==> src/rtl/instruction_fetch_pkg.sv <==
// Shared definitions for the fetch stage.
//   if_state_t        : fetch FSM state encoding (RUN / HALTED)
//   DEFAULT_RESET_PC  : default first fetch address after reset
//   DEFAULT_HALT_WORD : default instruction encoding treated as HALT
//   PC_INCR           : byte increment between sequential 16-bit words
package instruction_fetch_pkg;

    typedef enum logic {
        ST_RUN    = 1'b0,
        ST_HALTED = 1'b1
    } if_state_t;

    localparam logic [15:0] DEFAULT_RESET_PC  = 16'h0000;
    localparam logic [15:0] DEFAULT_HALT_WORD = 16'h0000;
    localparam logic [15:0] PC_INCR           = 16'd2;

endpackage

==> src/rtl/instruction_fetch_if_id_buffer.sv <==
// IF/ID pipeline register.
//   clk, rst_n          : clock, async active-low reset
//   load                : capture instr_in / pc_plus2_in as a valid entry
//   flush               : clear to an empty (invalid, zeroed) entry; wins over all
//   hold                : keep current contents; wins over load
//   instr_in            : fetched instruction word
//   pc_plus2_in         : fetch address + 2
//   ifid_instruction    : buffered instruction
//   ifid_pc_plus2       : buffered fetch address + 2
//   ifid_valid          : buffer holds a real instruction
module if_id_buffer (
    input  logic        clk,
    input  logic        rst_n,
    input  logic        load,
    input  logic        flush,
    input  logic        hold,
    input  logic [15:0] instr_in,
    input  logic [15:0] pc_plus2_in,
    output logic [15:0] ifid_instruction,
    output logic [15:0] ifid_pc_plus2,
    output logic        ifid_valid
);

    always_ff @(posedge clk or negedge rst_n) begin
        if (!rst_n) begin
            ifid_instruction <= 16'h0000;
            ifid_pc_plus2    <= 16'h0000;
            ifid_valid       <= 1'b0;
        end else if (flush) begin
            ifid_instruction <= 16'h0000;
            ifid_pc_plus2    <= 16'h0000;
            ifid_valid       <= 1'b0;
        end else if (!hold && load) begin
            ifid_instruction <= instr_in;
            ifid_pc_plus2    <= pc_plus2_in;
            ifid_valid       <= 1'b1;
        end
    end

endmodule

==> src/rtl/instruction_fetch.sv <==
// Instruction fetch stage: PC register, RUN/HALTED FSM and IF/ID buffer.
//
//   state   | meaning
//   --------+-------------------------------------------------------------
//   RUN     | fetching one word per unstalled cycle, PC advances by 2
//   HALTED  | a HALT_WORD was fetched; PC frozen, IF/ID empty until branch
//
// Ports:
//   clk, rst_n        : clock, async active-low reset
//   stall             : hold PC, IF/ID, state and fetch_count
//   branch_taken      : redirect to branch_target (highest priority)
//   branch_target     : redirect byte address, bit 0 is dropped
//   instruction       : memory word for from_pc (combinational)
//   from_pc           : fetch address (PC register)
//   ifid_instruction  : IF/ID instruction
//   ifid_pc_plus2     : IF/ID fetch address + 2
//   ifid_valid        : IF/ID holds a real instruction
//   halted            : FSM is in HALTED
//   misalign          : one-cycle pulse after an odd branch_target is taken
//   fetch_count       : saturating count of words loaded into IF/ID
module instruction_fetch
    import instruction_fetch_pkg::*;
#(
    parameter logic [15:0] RESET_PC  = DEFAULT_RESET_PC,
    parameter logic [15:0] HALT_WORD = DEFAULT_HALT_WORD
) (
    input  logic        clk,
    input  logic        rst_n,
    input  logic        stall,
    input  logic        branch_taken,
    input  logic [15:0] branch_target,
    input  logic [15:0] instruction,
    output logic [15:0] from_pc,
    output logic [15:0] ifid_instruction,
    output logic [15:0] ifid_pc_plus2,
    output logic        ifid_valid,
    output logic        halted,
    output logic        misalign,
    output logic [15:0] fetch_count
);

    if_state_t   state_q, state_d;
    logic [15:0] pc_q, pc_d;
    logic [15:0] count_q, count_d;
    logic        misalign_q, misalign_d;
    logic        buf_load, buf_flush, buf_hold;
    logic [15:0] pc_plus2;

    assign pc_plus2 = pc_q + PC_INCR;

    always_ff @(posedge clk or negedge rst_n) begin
        if (!rst_n) begin
            state_q <= ST_RUN;
        end else begin
            state_q <= state_d;
        end
    end

    always_comb begin
        state_d    = state_q;
        pc_d       = pc_q;
        count_d    = count_q;
        misalign_d = 1'b0;
        buf_load   = 1'b0;
        buf_flush  = 1'b0;
        buf_hold   = 1'b0;

        if (branch_taken) begin
            pc_d       = {branch_target[15:1], 1'b0};
            misalign_d = branch_target[0];
            buf_flush  = 1'b1;
            state_d    = ST_RUN;
        end else if (stall) begin
            buf_hold = 1'b1;
        end else begin
            case (state_q)
                ST_RUN: begin
                    buf_load = 1'b1;
                    if (count_q != 16'hFFFF) begin
                        count_d = count_q + 16'd1;
                    end
                    // The HALT word itself enters IF/ID; PC stays on it.
                    if (instruction == HALT_WORD) begin
                        state_d = ST_HALTED;
                    end else begin
                        pc_d = pc_plus2;
                    end
                end
                ST_HALTED: begin
                    buf_flush = 1'b1;
                end
                default: begin
                    state_d = ST_RUN;
                end
            endcase
        end
    end

    always_ff @(posedge clk or negedge rst_n) begin
        if (!rst_n) begin
            pc_q       <= RESET_PC;
            count_q    <= 16'h0000;
            misalign_q <= 1'b0;
        end else begin
            pc_q       <= pc_d;
            count_q    <= count_d;
            misalign_q <= misalign_d;
        end
    end

    if_id_buffer u_if_id_buffer (
        .clk              (clk),
        .rst_n            (rst_n),
        .load             (buf_load),
        .flush            (buf_flush),
        .hold             (buf_hold),
        .instr_in         (instruction),
        .pc_plus2_in      (pc_plus2),
        .ifid_instruction (ifid_instruction),
        .ifid_pc_plus2    (ifid_pc_plus2),
        .ifid_valid       (ifid_valid)
    );

    assign from_pc     = pc_q;
    assign halted      = (state_q == ST_HALTED);
    assign misalign    = misalign_q;
    assign fetch_count = count_q;

endmodule

==> config.mk <==
export PLATFORM = sky130hd
export DESIGN_NAME = instruction_fetch
export DESIGN_NICKNAME = d
export VERILOG_FILES = /design/src/rtl/instruction_fetch_pkg.sv /design/src/rtl/instruction_fetch_if_id_buffer.sv /design/src/rtl/instruction_fetch.sv
export SDC_FILE = /design/constraint.sdc
export NUM_CORES = 1
export LEC_CHECK = 0
export ABC_AREA = 1
export BUFFER_PORTS_ARGS = -buffer_cell sky130_fd_sc_hd__buf_2
export CAP_MARGIN = 20
export CORE_UTILIZATION = 50
export CTS_CLUSTER_DIAMETER = 50
export CTS_CLUSTER_SIZE = 16
export DETAILED_ROUTE_END_ITERATION = 12
export PLACE_DENSITY = 0.85
export SYNTH_ARGS = -nofsm -noshare
export SYNTH_HDL_FRONTEND = slang
export SYNTH_SLANG_ARGS = --single-unit
==> constraint.sdc <==
create_clock -name clk -period 2.7 [get_ports clk]
set_input_delay 0.27 -clock clk [delete_from_list [all_inputs] [get_ports clk]]
set_output_delay 0.27 -clock clk [all_outputs]
set_load 0.01 [all_outputs]
==> key figures <==
Power and ir drop
  – Relative contribution of sequential cells to total power: 46.7%
  – Clock share of power: around 36%
  – P_leak: 2.27 nW
  – Power spent charging and discharging nets: about 0.74 mW
  – Worst voltage drop across the vdd grid: 0.000358 V
  – Combinational share of power: 17.5%
  – Switch share: 29.6%
  – Power density normalized to cell area: 614 nW/um2
  – Internal Power: 1.76 mW

Yosys
  – Sequential share of the synthesized area: around 49%
  – Count of warnings emitted by yosys: 0
  – Main combinational cell family by area after synthesis: simple AND/OR/NAND/NOR gates
  – Post-Synthesis Cells: 414
  – Post-synthesis xor/xnor area fraction: approximately 3.5%
  – Compound-cell area share of the yosys netlist: 8.51%
  – Synthesized flop and latch total: 65
  – Fraction of synthesized area in multiplexers: 0%
  – Unique masters post-synth: 31
  – Combined area of all synthesized cells: 3290 um2
  – Syn Area/Cell: 7.95 um2
  – Area fraction in and, or, nand and nor cells after synthesis: between 30% and 40%
  – Fraction of the mapped netlist area in adder cells: less than 1%

STA
  – Final critical-path share of the clock period: 66.2%
  – Setup WS post-layout: just over 0.9 ns
  – Worst slew slack as a fraction of its limit: between 50% and 60%
  – Total negative slack: 0 ns
  – Worst-case clock skew: between 0.01 and 0.015 ns
  – Setup repair after global routing missed its margin: false
  – Min Tclk post-route: approximately 1.8 ns
  – Least-Margin Pin Slew: between 0.6 and 0.7 ns
  – Endpoints failing setup: 0
  – Peak Freq: 0.559 GHz
  – Hold violation total from the final report: 0
  – Slew Limit Fails: 0
  – Final hold slack: 0.120 ns

Global route
  – Routing usage on met3: 4.47%
  – Gr usage total: between 20% and 30%
  – Global Route met1 Usage: around a third
  – Number of global-route vias before repair: approximately 3000
  – Antenna violations before repair: 0
  – Fraction of met2 tracks used by global routing: around 40%
  – Residual overflow from global routing: 0
  – Most used routing layer: met2
  – Wire length of the first global-routing pass: 13.6 mm
  – Pin count of the biggest net entering global routing: 38

Clock tree
  – Hold buffers post-CTS: 1
  – CTS tree: done
  – # resized after CTS: 0
  – Cell at the root of the clock tree: sky130_fd_sc_hd__clkbuf_8
  – Number of clock sinks: 65
  – Max Buffers Root-to-Sink: 2
  – Setup Fix Bufs, Post-CTS: 0
  – H-Tree Level Count: 3
  – CTS buffer count: 9
  – Clock-pin slew on the worst setup and hold paths: 0.07 ns
  – Insertion delay of the later-clocked pin in the worst-skew pair: around 0.35 ns

Detailed routing
  – Drt pass-1 iters: 5
  – Total wire length after detailed routing: around 8 mm
  – Number of routed nets with antenna violations: 0
  – Total DRC errors in the routed layout: 0
  – DRC violation total after the first TritonRoute iteration: 183
  – Routed wire length per instance: 13.3 um
  – Via total after detailed routing: 3103
  – Detail-routed via count per cell: between 5 and 6

Setup path
  – Required time of the critical path: 2.92 ns
  – Worst path most repeated cell: sky130_fd_sc_hd__nand2_4
  – Buf+Inv Stages, Crit Path: 1
  – Type of the worst setup path: reg -> reg
  – Worst setup path startpoint: fetch_count[0]$_DFFE_PN0P_
  – Worst Setup End Kind: flop
  – Family with the most delay on the worst path: simple AND/OR/NAND/NOR gates
  – Max Fanout on Critical Path: 17
  – Critical R2R Launch: fetch_count[0]$_DFFE_PN0P_
  – Arrival time of the worst setup path: 2.01 ns
  – Biggest cell delay along the critical path: 0.44 ns
  – Critical path, cell by cell: ha_1 > nand3_2 > nor2_4 > nand2_4 > nor2_4 > nand2_4 > nand2_4 > inv_2 > nand2_2 > nand2_1
  – Slowest cell on the critical path: sky130_fd_sc_hd__dfrtp_1
  – Register-to-register setup slack: 0.91 ns
  – CP startpoint kind: flop

Placement
  – DP Cell Count: 581
  – Worst Setup Slack post-DPL: 0.800 ns
  – Final estimated routing congestion in global placement: slightly below 0.9
  – Detailed placement HPWL: between 5 and 6 mm
  – IO buf count: 100

Cells and area
  – Share of layout cells above drive strength 1: 24.6%
  – Layout fillers: 530
  – Final antenna diode count: 0
  – Synthesis-to-finish area growth: 23.4%
  – Most common cell after layout, fill and taps aside: sky130_fd_sc_hd__nand2_1
  – Final core area utilization: between 60% and 70%
  – Highest-count cells in the layout ignoring fill and taps: sky130_fd_sc_hd__nand2_1 (165), sky130_fd_sc_hd__buf_2 (100), sky130_fd_sc_hd__dfrtp_1 (65)
  – Fin cells: 598
  – Final Net Count: 554

Die
  – I/O Pins: between 100 and 150
  – Core Rows: 29
  – Std-Cell Core Area: 6350 um2
  – Area enclosed by the die boundary: 6910 um2
  – Die Y-Extent: 83.2 um
  – Die width: 83.2 um
  – Effective utilization at floorplan: approximately half

Flow run
  – Count of max-cap constraint violations: 0

Outcome
  – Run status: completed

Worst hold path
  – Worst min-delay path class: in -> reg
  – Origin of the worst min-delay path: branch_target[0]
-- flip-flops by register name, indices dropped and copies added, names as in the netlist --
name                             flops
from_pc                             15
u_if_id_buffer.ifid_instruction     16
u_if_id_buffer.ifid_valid            1
halted                               1
misalign                             1
fetch_count                         16
u_if_id_buffer.ifid_pc_plus2        15
-- cells in the mapped netlist --
library cell,instances,area share [%]
sky130_fd_sc_hd__o211ai_1,1,0.23
sky130_fd_sc_hd__ha_1,2,0.76
sky130_fd_sc_hd__nand3_2,1,0.30
sky130_fd_sc_hd__nor2_1,36,4.1
sky130_fd_sc_hd__xor2_1,5,1.3
sky130_fd_sc_hd__dfrtp_1,65,49
sky130_fd_sc_hd__o31ai_1,1,0.23
sky130_fd_sc_hd__nand2_2,2,0.38
sky130_fd_sc_hd__xnor2_1,8,2.1
sky130_fd_sc_hd__conb_1,1,0.11
sky130_fd_sc_hd__nand3_1,31,4.7
sky130_fd_sc_hd__a22o_1,16,4.3
sky130_fd_sc_hd__nand3b_1,1,0.23
sky130_fd_sc_hd__clkbuf_1,5,0.57
sky130_fd_sc_hd__nand2_1,165,19
sky130_fd_sc_hd__o21bai_1,1,0.23
sky130_fd_sc_hd__nor2_4,3,1.0
sky130_fd_sc_hd__clkinv_1,1,0.11
sky130_fd_sc_hd__nand4_1,8,1.5
sky130_fd_sc_hd__o21ai_1,3,0.46
sky130_fd_sc_hd__a21oi_1,2,0.30
sky130_fd_sc_hd__inv_1,23,2.6
sky130_fd_sc_hd__nor2_2,1,0.19
sky130_fd_sc_hd__inv_2,2,0.23
sky130_fd_sc_hd__buf_6,2,0.68
sky130_fd_sc_hd__buf_1,1,0.11
sky130_fd_sc_hd__buf_4,3,0.68
sky130_fd_sc_hd__a22oi_1,1,0.23
sky130_fd_sc_hd__nand2_4,3,1.0
sky130_fd_sc_hd__o21ai_0,17,2.6
sky130_fd_sc_hd__buf_2,3,0.46
-- power by group through the flow --
stage	Clock, mW	Sequential [mW]	Combinational [mW]
after global routing	0.940	1.18	0.494
after CTS	0.902	1.16	0.441
after detailed placement	0	1.18	0.436
after floorplan	0	1.21	0.210
after global placement	0	1.18	0.424
final	0.893	1.16	0.436
-- through the flow --
stage | total power, mW | instance area, um2
finish | 2.49 | 4060
CTS | 2.50 | 4060
global route | 2.61 | 4060
detailed placement | 1.61 | 3850
global placement | 1.60 | 3850
floorplan | 1.42 | 3300
-- metal layers --
metal | vias up | share of wire (%)
met1 | 1428 | 45
met2 | 133 | 47
met4 | 0 | 1.5
met5 | - | 0
li1 | 1527 | -
met3 | 15 | 7.0
-- layout make-up --
type	instances	area [um2]	share of cell area, %
clock buffers	13	139	3.42
clock inverters	3	65.1	1.60
inverters	26	97.6	2.40
multi-input cells	310	1490	36.7
flip-flops and latches	65	1630	40.0
well taps	77	96.3	2.37
repair buffers	104	546	13.4
-- cell families (layout without fill, tap and decap cells) --
family / count (synthesis) / count (layout)
buf+inv: 40 / 146
compound gates: 42 / 42
fa+ha+maj: 2 / 2
simple gates: 251 / 251
flops: 65 / 65
xor+xnor: 13 / 13
other cells: 1 / 2
-- tightest hold or removal path: cells and delay by family --
kind          cells  cell delay, ns
buf+inv           2            0.11
simple gates      1            0.04
-- path summary, 6_finish.rpt --
kind,cells after the start,end
max,10,fetch_count[13]$_DFFE_PN0P_
min,3,misalign$_DFF_PN0_
max reg2reg,10,fetch_count[13]$_DFFE_PN0P_
min reg2reg,2,u_if_id_buffer.ifid_pc_plus2[15]$_DFFE_PN0P_
max in group asynchronous,3,from_pc[13]$_DFFE_PN0P_
min in group asynchronous,2,u_if_id_buffer.ifid_instruction[8]$_DFFE_PN0P_
Note: power is estimated with default switching activity, not from simulation.
